===== src/rtl/note_step_sequencer_if.sv =====
// Control, pattern-write and playback signals between a voice controller
// and one note_step_sequencer instance.
interface note_step_sequencer_if;
  logic       run;
  logic [3:0] last_step;
  logic [3:0] transpose;
  logic       wr_en;
  logic [3:0] wr_addr;
  logic [4:0] wr_data;
  logic [3:0] note_out;
  logic       gate_out;
  logic [3:0] step_idx;
  logic       step_strobe;

  modport master (
    output run, last_step, transpose, wr_en, wr_addr, wr_data,
    input  note_out, gate_out, step_idx, step_strobe
  );

  modport slave (
    input  run, last_step, transpose, wr_en, wr_addr, wr_data,
    output note_out, gate_out, step_idx, step_strobe
  );
endinterface


===== src/rtl/note_step_sequencer.sv =====
// 16-step programmable note sequencer for one voice: writable pattern,
// fixed tempo and gate length, loop length and transpose.
module note_step_sequencer #(
  parameter int STEP_CYCLES = 131072,
  parameter int GATE_CYCLES = 65536
) (
  input logic                  clk,
  input logic                  rst_n,
  note_step_sequencer_if.slave seq_if
);

  localparam int TICK_W = $clog2(STEP_CYCLES);
  localparam logic [TICK_W-1:0] GATE_END  = TICK_W'(GATE_CYCLES);
  localparam logic [TICK_W-1:0] LAST_TICK = TICK_W'(STEP_CYCLES - 1);

  logic [TICK_W-1:0] tick_q, tick_d;
  logic [3:0]        step_q, step_d;
  logic [3:0]        note_q, note_d;
  logic              gate_q, gate_d;
  logic              strobe_q, strobe_d;
  logic [4:0]        pattern_q [16];
  logic [4:0]        pattern_d [16];
  logic [4:0]        entry;

  // The step entry is read from the current pattern before this edge's write lands.
  always_comb begin
    tick_d    = tick_q;
    step_d    = step_q;
    note_d    = note_q;
    gate_d    = gate_q;
    strobe_d  = 1'b0;
    pattern_d = pattern_q;
    entry     = pattern_q[step_q];

    if (seq_if.wr_en) begin
      pattern_d[seq_if.wr_addr] = seq_if.wr_data;
    end

    if (!seq_if.run) begin
      tick_d = '0;
      gate_d = 1'b0;
    end else if (tick_q == '0) begin
      note_d   = entry[3:0] + seq_if.transpose;
      gate_d   = ~entry[4];
      strobe_d = 1'b1;
      tick_d   = TICK_W'(1);
    end else begin
      if (tick_q == GATE_END) begin
        gate_d = 1'b0;
      end
      if (tick_q == LAST_TICK) begin
        tick_d = '0;
        step_d = (step_q >= seq_if.last_step) ? 4'd0 : step_q + 4'd1;
      end else begin
        tick_d = tick_q + TICK_W'(1);
      end
    end
  end

  always_ff @(posedge clk or negedge rst_n) begin
    if (!rst_n) begin
      tick_q   <= '0;
      step_q   <= '0;
      note_q   <= '0;
      gate_q   <= 1'b0;
      strobe_q <= 1'b0;
      for (int i = 0; i < 16; i++) begin
        pattern_q[i] <= {1'b0, 4'(i)};
      end
    end else begin
      tick_q    <= tick_d;
      step_q    <= step_d;
      note_q    <= note_d;
      gate_q    <= gate_d;
      strobe_q  <= strobe_d;
      pattern_q <= pattern_d;
    end
  end

  assign seq_if.note_out    = note_q;
  assign seq_if.gate_out    = gate_q;
  assign seq_if.step_idx    = step_q;
  assign seq_if.step_strobe = strobe_q;

endmodule


===== src/flat_wrapper.sv =====
// flat-port wrapper written by rule: the top's interface ports become plain ports
module note_step_sequencer_flat 
#(
  parameter int STEP_CYCLES = 131072,
  parameter int GATE_CYCLES = 65536
)
  (clk, rst_n, seq_if_run, seq_if_last_step, seq_if_transpose, seq_if_wr_en, seq_if_wr_addr, seq_if_wr_data, seq_if_note_out, seq_if_gate_out, seq_if_step_idx, seq_if_step_strobe);
  note_step_sequencer_if seq_if_i ();
  input logic clk;
  input logic rst_n;
  input wire logic [$bits(seq_if_i.run)-1:0] seq_if_run;
  input wire logic [$bits(seq_if_i.last_step)-1:0] seq_if_last_step;
  input wire logic [$bits(seq_if_i.transpose)-1:0] seq_if_transpose;
  input wire logic [$bits(seq_if_i.wr_en)-1:0] seq_if_wr_en;
  input wire logic [$bits(seq_if_i.wr_addr)-1:0] seq_if_wr_addr;
  input wire logic [$bits(seq_if_i.wr_data)-1:0] seq_if_wr_data;
  output wire logic [$bits(seq_if_i.note_out)-1:0] seq_if_note_out;
  output wire logic [$bits(seq_if_i.gate_out)-1:0] seq_if_gate_out;
  output wire logic [$bits(seq_if_i.step_idx)-1:0] seq_if_step_idx;
  output wire logic [$bits(seq_if_i.step_strobe)-1:0] seq_if_step_strobe;
  assign seq_if_i.run = seq_if_run;
  assign seq_if_i.last_step = seq_if_last_step;
  assign seq_if_i.transpose = seq_if_transpose;
  assign seq_if_i.wr_en = seq_if_wr_en;
  assign seq_if_i.wr_addr = seq_if_wr_addr;
  assign seq_if_i.wr_data = seq_if_wr_data;
  assign seq_if_note_out = seq_if_i.note_out;
  assign seq_if_gate_out = seq_if_i.gate_out;
  assign seq_if_step_idx = seq_if_i.step_idx;
  assign seq_if_step_strobe = seq_if_i.step_strobe;
  note_step_sequencer #(.STEP_CYCLES(STEP_CYCLES), .GATE_CYCLES(GATE_CYCLES)) u_core (.clk(clk), .rst_n(rst_n), .seq_if(seq_if_i));
endmodule

===== config.mk =====
export PLATFORM = sky130hd
export DESIGN_NAME = note_step_sequencer_flat
export DESIGN_NICKNAME = d
export VERILOG_FILES = /design/src/rtl/note_step_sequencer_if.sv /design/src/rtl/note_step_sequencer.sv /design/src/flat_wrapper.sv
export SDC_FILE = /design/constraint.sdc
export NUM_CORES = 1
export LEC_CHECK = 0
export ABC_AREA = 0
export CAP_MARGIN = 20
export CORE_MARGIN = 1
export CORE_UTILIZATION = 60
export CTS_CLUSTER_DIAMETER = 200
export DETAILED_ROUTE_END_ITERATION = 12
export DONT_BUFFER_PORTS = 1
export HOLD_SLACK_MARGIN = 0.15
export PLACE_DENSITY = 0.76
export SLEW_MARGIN = 30
export SYNTH_ARGS = -nofsm -noshare
export SYNTH_HDL_FRONTEND = slang
export SYNTH_SLANG_ARGS = --single-unit

===== constraint.sdc =====
create_clock -name clk -period 3.7 [get_ports clk]
set_input_delay 0.37 -clock clk [delete_from_list [all_inputs] [get_ports clk]]
set_output_delay 0.37 -clock clk [all_outputs]
set_load 0.01 [all_outputs]

Word level (Yosys, flattened, before mapping) --
Index checks and enable logic that the tools add are counted.
Word-level totals: bits in registers 107, input port bits 21, output and inout port bits 10, word-level logic and storage cells 54
Cells by class: $add $sub $neg 3, order comparisons 4, eq/ne operators 3, mux-type cells 15, bitwise gates (word level) 4, reductions and logical operators 4
Operators by type and width (count):
- $bwmux W80 | 1
- $mux W17 | 3
- $eq A17 B17 Y1 const B | 2
- $bmux W5 S4 | 1
- $demux W5 S4 | 1
- $add A17 B1 Y17 const B | 1
- $logic_not A17 Y1 | 1
- $mux W5 | 3
- $ge A5 B5 Y1 const B | 2
- $not A4 Y5 | 2
- $lt A5 B1 Y1 const B | 1
- $mux W1 | 5
- $add A4 B1 Y4 const B | 1
- $add A4 B4 Y4 | 1
- $ge A4 B4 Y1 | 1
- $mux W4 | 1
- $ne A3 B1 Y1 const B | 1
- $reduce_and A3 Y1 | 1
- $not A1 Y1 | 2
- $reduce_and A2 Y1 | 1
- $logic_and A1 B1 Y1 | 1

Longest topological paths before layout --
Gate-level depths: netlist of run 1.
depth in word-level cells 7, gate-level depth with buffers 10, depth with buffers taken out 9

Worst setup path before layout of run 1 --
OpenSTA, ideal clock, no wires.
path type register -> register, from register u_core.step_q[1], in the netlist u_core.seq_if.step_idx[1], to register u_core.note_q[3], in the netlist u_core.seq_if.note_out[3], setup time 0.142 ns, data arrival time 2.734 ns, data required time 3.558 ns, setup slack 0.824 ns, stages on the path, launching flop included 11, path buffers 2, cell sequence dfrtp_1 -> buf_2 -> buf_1 -> mux4_2 -> mux4_2 -> ha_1 -> a21o_1 -> a21oi_1 -> xnor2_1 -> xnor2_1 -> a21oi_1
On the way: word-level cells in the longest chain between the ends 5
Ends and longest elaborated chain:
- start, declared | line note_step_sequencer.sv:17 | logic [3:0] step_q, step_d;
- start signal, assigned | line note_step_sequencer.sv:72 | step_q <= step_d;
- $not A4 Y5 (implied by the code) | line note_step_sequencer.sv:33 | entry = pattern_q[step_q];
- $bmux W5 S4 | line note_step_sequencer.sv:33
- $mux W5 (implied by the code) (2 in series) | line note_step_sequencer.sv:33
- $add A4 B4 Y4 | line note_step_sequencer.sv:43 | note_d = entry[3:0] + seq_if.transpose;
- end signal, assigned | line note_step_sequencer.sv:73 | note_q <= note_d;
- end, declared | line note_step_sequencer.sv:18 | logic [3:0] note_q, note_d;
No other way between the ends. The select of a mux whose other input is x is not followed. A chain may end at the register's enable or synchronous reset.

Worst setup path in the final report of run 1 --
from register u_core.step_q[0], in the netlist u_core.seq_if.step_idx[0], to register u_core.note_q[3], in the netlist u_core.seq_if.note_out[3]
The elaborated chain is that of the path after synthesis.

==> flow_summary.toml, run 1 <==
[finish]
final_cell_area_mm2 = 0.00560
fillers = 602
syn2layout_area_growth_pct = 6.95
nets = 422
drive_gt1_share_pct = 40.4

[sta]
max_freq_ghz = 0.352
setup-tns-final_ns = 0
skew_ns = 0.00820
period_needed_ns = 2.84
rsz0062_at_grt = "false"
fin_crit_sh_pct = 76.8
setup_slack_ns = 0.859
hold_viol_final = 0
tightest_slew_ns = 0.899
setup_viol = 0
drv_slew = 0
slew_headroom_pct = 39.6

[setup_path]
end_kind = "register"
critPathArrivalTime_ns = 3.08
worstSetupPathType = "reg -> reg"
path_max_fanout = 17
r2r_cells = 9
crit_required_ns = 3.94
worst_setup_path_start_kind = "register"

[synth]
synth_most_common_cell = "mux2_2"
synthCells = 383
yosysWarnings = 0
ys_types = 46
yosysTopAreaCell = "dfrtp_1"
synth_nets = 416
synthTopCellsByArea = "dfrtp_1 36%, mux2_2 18%, dfstp_2 16%"
avgSynthCellArea_um2 = 13.7
synthArstFlopShare_pct = 100
synth_seq_cells = 107
syn-cell-area_mm2 = 0.00524
ys_top_cells_by_count = "83 x mux2_2, 75 x dfrtp_1, 32 x dfstp_2, 26 x nor2_1, 19 x mux4_2"
synth_top_area_share_pct = 35.8
synth_edf_count = 0
yosysSeqAreaShare_pct = 51.9
ys.flop_type = "dfrtp_1"

[clock_tree]
h-tree-depth = 3
cts_hold_buf = 8
clock_sinks = 107
root_buffer = "clkbuf_8"
tritoncts = "done"
post_cts_buffers = 0
cts.clk_slew.worst_paths_ns = 0.10
cts_buffers = 9
cts_resized = 0
cts_max_path_buffers = 2
clk_latency_ns = 0.38

[global_route]
grt_use_total_pct = 25.7
antenna_found_initial = 0
grt.overflow.total = 0
grt_pass1_wl_um = 16900
grt_max_degree = 108
grt_pass1_vias = 3141

[die]
rows = 33
ios = 31
fp.coreArea_mm2 = 0.00834
die-height_um = 95.4
initial_core_util_pct = 62.8
fp.dieArea_mm2 = 0.00910
die_w_um = 95.4

[placed_design]
port_buffers = 0
dp_hpwl_um = 7310
place_ws_ns = 0.853
place.gp.congestion = 0.816
placed_area_mm2 = 0.00532

[power_and_ir_drop]
leakagePower_uw = 0.00234
ir_worst_vdd_mv = 0.279
power_density_mw_per_mm2 = 509

[drt]
routed_wl_um = 10600
antenna_left = 0
drcViolationCount = 0
viasPerCell = 6.10
first_iter_violations = 171
wl_per_cell_um = 21.2
first_pass_iters = 4
vias = 3057

[hold_path]
worstHoldPathCells = 1
hp-class = "in -> reg"

[outcome]
status = "finished, final reports clean"

[flow_run]
max-cap-violations = 0
## flip-flops by register name (all words and copies together), names as in the netlist
register                   flops
u_core.tick_q                 17
u_core.seq_if.note_out         4
u_core.seq_if.step_strobe      1
u_core.seq_if.gate_out         1
u_core.seq_if.step_idx         4
u_core.pattern_q              80
## area by class of cell
class                      instances  area, um^2  share of cell area (%)
clock buffer                      10         128                    2.28
tap                              105         131                    2.35
inverter                          14        52.6                   0.938
sequential                       107        2720                    48.5
timing repair buffer              12         128                    2.28
multi-input combinational        245        2380                    42.6
antenna                            2        5.00                  0.0894
clock inverter                     6        55.1                   0.983
## critical path, cell delays in order, from the launching register on
cell	delay [ns]
dfrtp_1	0.33
buf_4	0.28
mux4_2	0.55
mux4_2	0.50
ha_1	0.29
a21o_1	0.18
a21oi_1	0.18
xnor2_1	0.16
xnor2_1	0.14
a21oi_1	0.08
## routing by layer
| layer | vias up | track usage, % | share of wire [%] |
|---|---|---|---|
| li1 | 1401 | - | - |
| met3 | 11 | 6.30 | 4.5 |
| met5 | - | 0 | 0 |
| met1 | 1579 | 36.0 | 47 |
| met2 | 66 | 41.2 | 48 |
| met4 | 0 | 5.22 | 0.99 |
## kinds of logic (layout without fill, tap and decap cells)
group | Yosys count | after routing | share of synthesized area (%)
fa+ha+maj | 12 | 12 | 3.01
xor+xnor | 16 | 16 | 2.68
simple gates | 86 | 86 | 8.17
compound gates | 19 | 19 | 2.68
buf+inv | 31 | 42 | 2.70
other cells | 0 | 2 | 0
mux | 112 | 112 | 28.9
flops | 107 | 107 | 51.9
## report_power, final
part | leakage [uW] | switching [uW] | internal, uW | total (uW)
registers | 0.00127 | 158 | 1470 | 1630
clock network | 0.0000938 | 421 | 260 | 681
logic | 0.000976 | 220 | 324 | 544
## metrics by stage
step           total power [uW]  utilization, %  cells  hold slack [ns]
2_1_floorplan              2020               -    383           0.0744
3_3_place_gp               2120            63.7    475           0.0778
3_5_place_dp               2150            63.7    475           0.0776
4_1_cts                    2870            67.1    499            0.240
5_1_grt                    2990            67.1    499            0.236
6_report                   2850            67.1    501            0.263
## path summary, 6_finish.rpt
check                                     startpoint                   endpoint  slack, ns
setup / recovery           u_core.seq_if.step_idx[0]  u_core.seq_if.note_out[3]       0.86
hold / removal                            seq_if_run  u_core.seq_if.step_strobe       0.26
setup reg to reg           u_core.seq_if.step_idx[0]  u_core.seq_if.note_out[3]       0.86
hold reg to reg                 u_core.pattern_q[59]       u_core.pattern_q[59]       0.51
max in group asynchronous                      rst_n       u_core.pattern_q[46]       2.66
min in group asynchronous                      rst_n       u_core.pattern_q[45]       0.60
## placed cells by master (no fill, tap or decap), types with 3 or more instances in the layout
master         synthesis  layout
mux2_2                83      83
dfstp_2               32      32
nor4_1                 5       4
nor3_1                 5       5
a21o_1                 4       4
nand3_1                9       9
dfrtp_1               75      75
inv_1                 13      13
and2_1                 3       3
mux4_1                 3       3
xor2_1                10      10
ha_1                  11      11
inv_6                  0       3
clkbuf_8               1       9
buf_4                  1       4
and3_1                 4       4
dlygate4sd3_1          0       7
nand4_1                7       7
nand2_1               16      16
mux4_2                19      19
xnor2_1                6       6
nor2_1                26      26
mux2i_1                7       7
a21oi_1                3       3
Note: power is estimated with default switching activity, not from simulation.
==> run 2, diff against run 1 <==
--- a/config.mk
+++ b/config.mk
@@ -5,15 +5,15 @@
 export SDC_FILE = /design/constraint.sdc
 export NUM_CORES = 1
 export LEC_CHECK = 0
-export ABC_AREA = 0
+export ABC_AREA = 1
 export CAP_MARGIN = 20
 export CORE_MARGIN = 1
-export CORE_UTILIZATION = 60
+export CORE_UTILIZATION = 57
 export CTS_CLUSTER_DIAMETER = 200
 export DETAILED_ROUTE_END_ITERATION = 12
 export DONT_BUFFER_PORTS = 1
 export HOLD_SLACK_MARGIN = 0.15
-export PLACE_DENSITY = 0.76
+export PLACE_DENSITY = 0.75
 export SLEW_MARGIN = 30
 export SYNTH_ARGS = -nofsm -noshare
 export SYNTH_HDL_FRONTEND = slang
==> constraint.sdc (replaced) <==
create_clock -name clk -period 2.6 [get_ports clk]
set_input_delay 0.26 -clock clk [delete_from_list [all_inputs] [get_ports clk]]
set_output_delay 0.26 -clock clk [all_outputs]
set_load 0.01 [all_outputs]
==> flow_summary.toml, run 2 <==
[setup_path]
critical_path_buf_inv_count = 1
worst_setup_path_start_kind = "register"
slowest_delay_ns = 0.46
r2r-end = "u_core.seq_if.note_out[3]"
r2r_cells = 14
cp_slowest_cell = "dfrtp_1"
critPathArrivalTime_ns = 2.66
cp_cell_sequence = "buf_6 > a21oi_1 > o21ai_0 > nand3_1 > nand3_1 > nand2_1 > ha_1 > a21oi_1 > nand2_1 > or2_2 > nand2_1 > nand3_1 > nand3_1 > nand2_1"
regToRegStartpoint = "u_core.seq_if.step_idx[0]"
r2r_setup_slack_ns = 0.23
crit_required_ns = 2.89
end_kind = "register"
worstSetupPathType = "reg -> reg"
path_max_fanout = 33
crit_family = "simple AND/OR/NAND/NOR gates"

[synth]
avgSynthCellArea_um2 = 8.13
synthCells = 673
synth_seq_cells = 107
synthTopCellsByArea = "dfrtp_1 34%, dfstp_2 15%, o21ai_0 9.7%"
synth_top_area_share_pct = 34.3
synth_most_common_cell = "nand2_1"
synthArstFlopShare_pct = 100
yosysWarnings = 0
ys_top_cells_by_count = "139 x nand2_1, 106 x o21ai_0, 85 x inv_1, 75 x dfrtp_1, 54 x nor2_1"
ys.flop_type = "dfrtp_1"
ys_types = 33
yosysTopAreaCell = "dfrtp_1"
synth_edf_count = 0
synth_nets = 706
yosysSeqAreaShare_pct = 49.7
syn-cell-area_mm2 = 0.00547

[clock_tree]
cts_max_path_buffers = 2
clock_sinks = 107
cts_hold_buf = 7
cts_buffers = 9
root_buffer = "clkbuf_8"
clk_latency_ns = 0.38
h-tree-depth = 3
post_cts_buffers = 0
cts.clk_slew.worst_paths_ns = 0.11
tritoncts = "done"

[sta]
max_freq_ghz = 0.422
rsz0062_at_grt = "false"
drv_slew = 0
skew_ns = 0.0157
slew_headroom_pct = 68.1
setup-tns-final_ns = 0
tightest_slew_ns = 0.478
period_needed_ns = 2.37
fin_crit_sh_pct = 91.1
setup_slack_ns = 0.230
hold_ws_ns = -0.435
setup_viol = 0
hold_viol_final = 107

[global_route]
grt_use_total_pct = 29.2
grt.overflow.total = 0
grt_pass1_vias = 4457
antenna_found_initial = 0
grt_pass1_wl_um = 22100
grt_max_degree = 108

[die]
rows = 35
ios = 31
die-height_um = 100
die_w_um = 100
fp.coreArea_mm2 = 0.00928
fp.dieArea_mm2 = 0.00999
initial_core_util_pct = 58.9

[drt]
first_iter_violations = 308
viasPerCell = 5.52
drcViolationCount = 0
antenna_left = 0
routed_wl_um = 13200
vias = 4489
first_pass_iters = 5
wl_per_cell_um = 16.2

[finish]
insertedDiodeCount = 0
largest_reg_flops = 80
final_util_pct = 63.2
layout_common_cells = "139 x nand2_1, 106 x o21ai_0, 85 x inv_1, 75 x dfrtp_1, 54 x nor2_1"
nets = 712
fillers = 839
syn2layout_area_growth_pct = 7.21
mostFrequentLayoutCell = "nand2_1"
reg.largest.list = "u_core.pattern_q: 80 flops, u_core.tick_q: 17 flops"
top_register = "u_core.pattern_q"
drive_gt1_share_pct = 13.0

[placed_design]
place_ws_ns = 0.167
dp_hpwl_um = 9450
place.gp.congestion = 0.882
port_buffers = 0

[power_and_ir_drop]
leakagePower_uw = 0.00265
ir_worst_vdd_mv = 0.459
power.switching_uw = 1080
power_frac_clock_pct = 27.6
p_int_uw = 2760
power_density_mw_per_mm2 = 654
swShare_pct = 28.1
seqPwrFrac_pct = 57.4
power_frac_comb_pct = 15.0

[hold_path]
hp-class = "in -> async"

[outcome]
status = "finished with violations"
violations = "hold timing"

[flow_run]
max-cap-violations = 0
## run 2: changes by cell type in the layout (fill, tap and decap cells not counted), sizes merged, moves of 30 or more
cell	previous run	this run
o21ai	2	111
nand3	9	56
nor2	26	68
a21oi	3	33
mux2	83	0
nand2	16	143
inv	18	89
## run 2: repair_timing
action	in CTS	in global routing
setup endpoints to repair	0	1
gates resized for setup	0	4
endpoints found under the hold margin	143	107
## run 2: per-stage QoR
| step | cells | power, uW | area [um^2] |
|---|---|---|---|
| 2_1_floorplan | 673 | 2600 | 5470 |
| 3_3_place_gp | 790 | 2740 | 5580 |
| 3_5_place_dp | 790 | 2780 | 5580 |
| 4_1_cts | 813 | 3840 | 5850 |
| 5_1_grt | 813 | 4030 | 5860 |
| 6_report | 813 | 3840 | 5860 |
## run 2: worst max-delay path by stage
| stage | startpoint | end | slack, ns | cells after the start |
|---|---|---|---|---|
| global route | u_core.seq_if.step_idx[0] | u_core.seq_if.note_out[3] | 0.03 | 13 |
| detailed placement | u_core.seq_if.step_idx[0] | u_core.seq_if.note_out[3] | 0.17 | 14 |
| floorplan | u_core.seq_if.step_idx[0] | u_core.seq_if.note_out[3] | 0.26 | 15 |
| CTS | u_core.seq_if.step_idx[0] | u_core.seq_if.note_out[3] | 0.16 | 14 |
| finish | u_core.seq_if.step_idx[0] | u_core.seq_if.note_out[3] | 0.23 | 14 |
| global placement | u_core.seq_if.step_idx[0] | u_core.seq_if.note_out[3] | 0.26 | 14 |
## run 2: power groups by stage
stage | combinational [uW] | sequential (uW) | clock, uW
after global routing | 670 | 2230 | 1130
after global placement | 525 | 2220 | 0
final | 576 | 2200 | 1060
after CTS | 574 | 2200 | 1070
after floorplan | 427 | 2170 | 0
after detailed placement | 558 | 2220 | 0
## run 2: area by class of cell
| type | count | area (um^2) | area share [%] |
|---|---|---|---|
| Clock inverter | 3 | 46.3 | 0.790 |
| Inverter | 89 | 337 | 5.74 |
| Timing Repair Buffer | 14 | 130 | 2.22 |
| Tap cell | 129 | 161 | 2.75 |
| Sequential cell | 107 | 2720 | 46.4 |
| Clock buffer | 13 | 159 | 2.71 |
| Multi-Input combinational cell | 458 | 2310 | 39.4 |
## run 2: kinds of logic after synthesis
logic type	Yosys count	share of synthesized area [%]
DFF	107	49.7
and+or+nand+nor	288	24.0
xor gates and xnor gates	6	0.961
buffers and inverters	108	8.03
AOI/OAI and AO/OA	152	14.4
adders and majority gates	12	2.88
## run 2: routing by layer
layer	routed length [um]	global-route usage, %	vias to the layer above
met5	0	0	-
met4	391	13.0	0
met3	768	5.99	32
met2	6310	47.2	142
met1	5720	38.3	2109
li1	-	-	2206
## run 2: worst register-to-register path: stages, from the launching register on
cell and delay (ns):
dfrtp_1 0.46, buf_6 0.26, a21oi_1 0.12, o21ai_0 0.09, nand3_1 0.09, nand3_1 0.09
nand2_1 0.07, ha_1 0.32, a21oi_1 0.14, nand2_1 0.07, or2_2 0.27, nand2_1 0.08
nand3_1 0.08, nand3_1 0.08, nand2_1 0.05
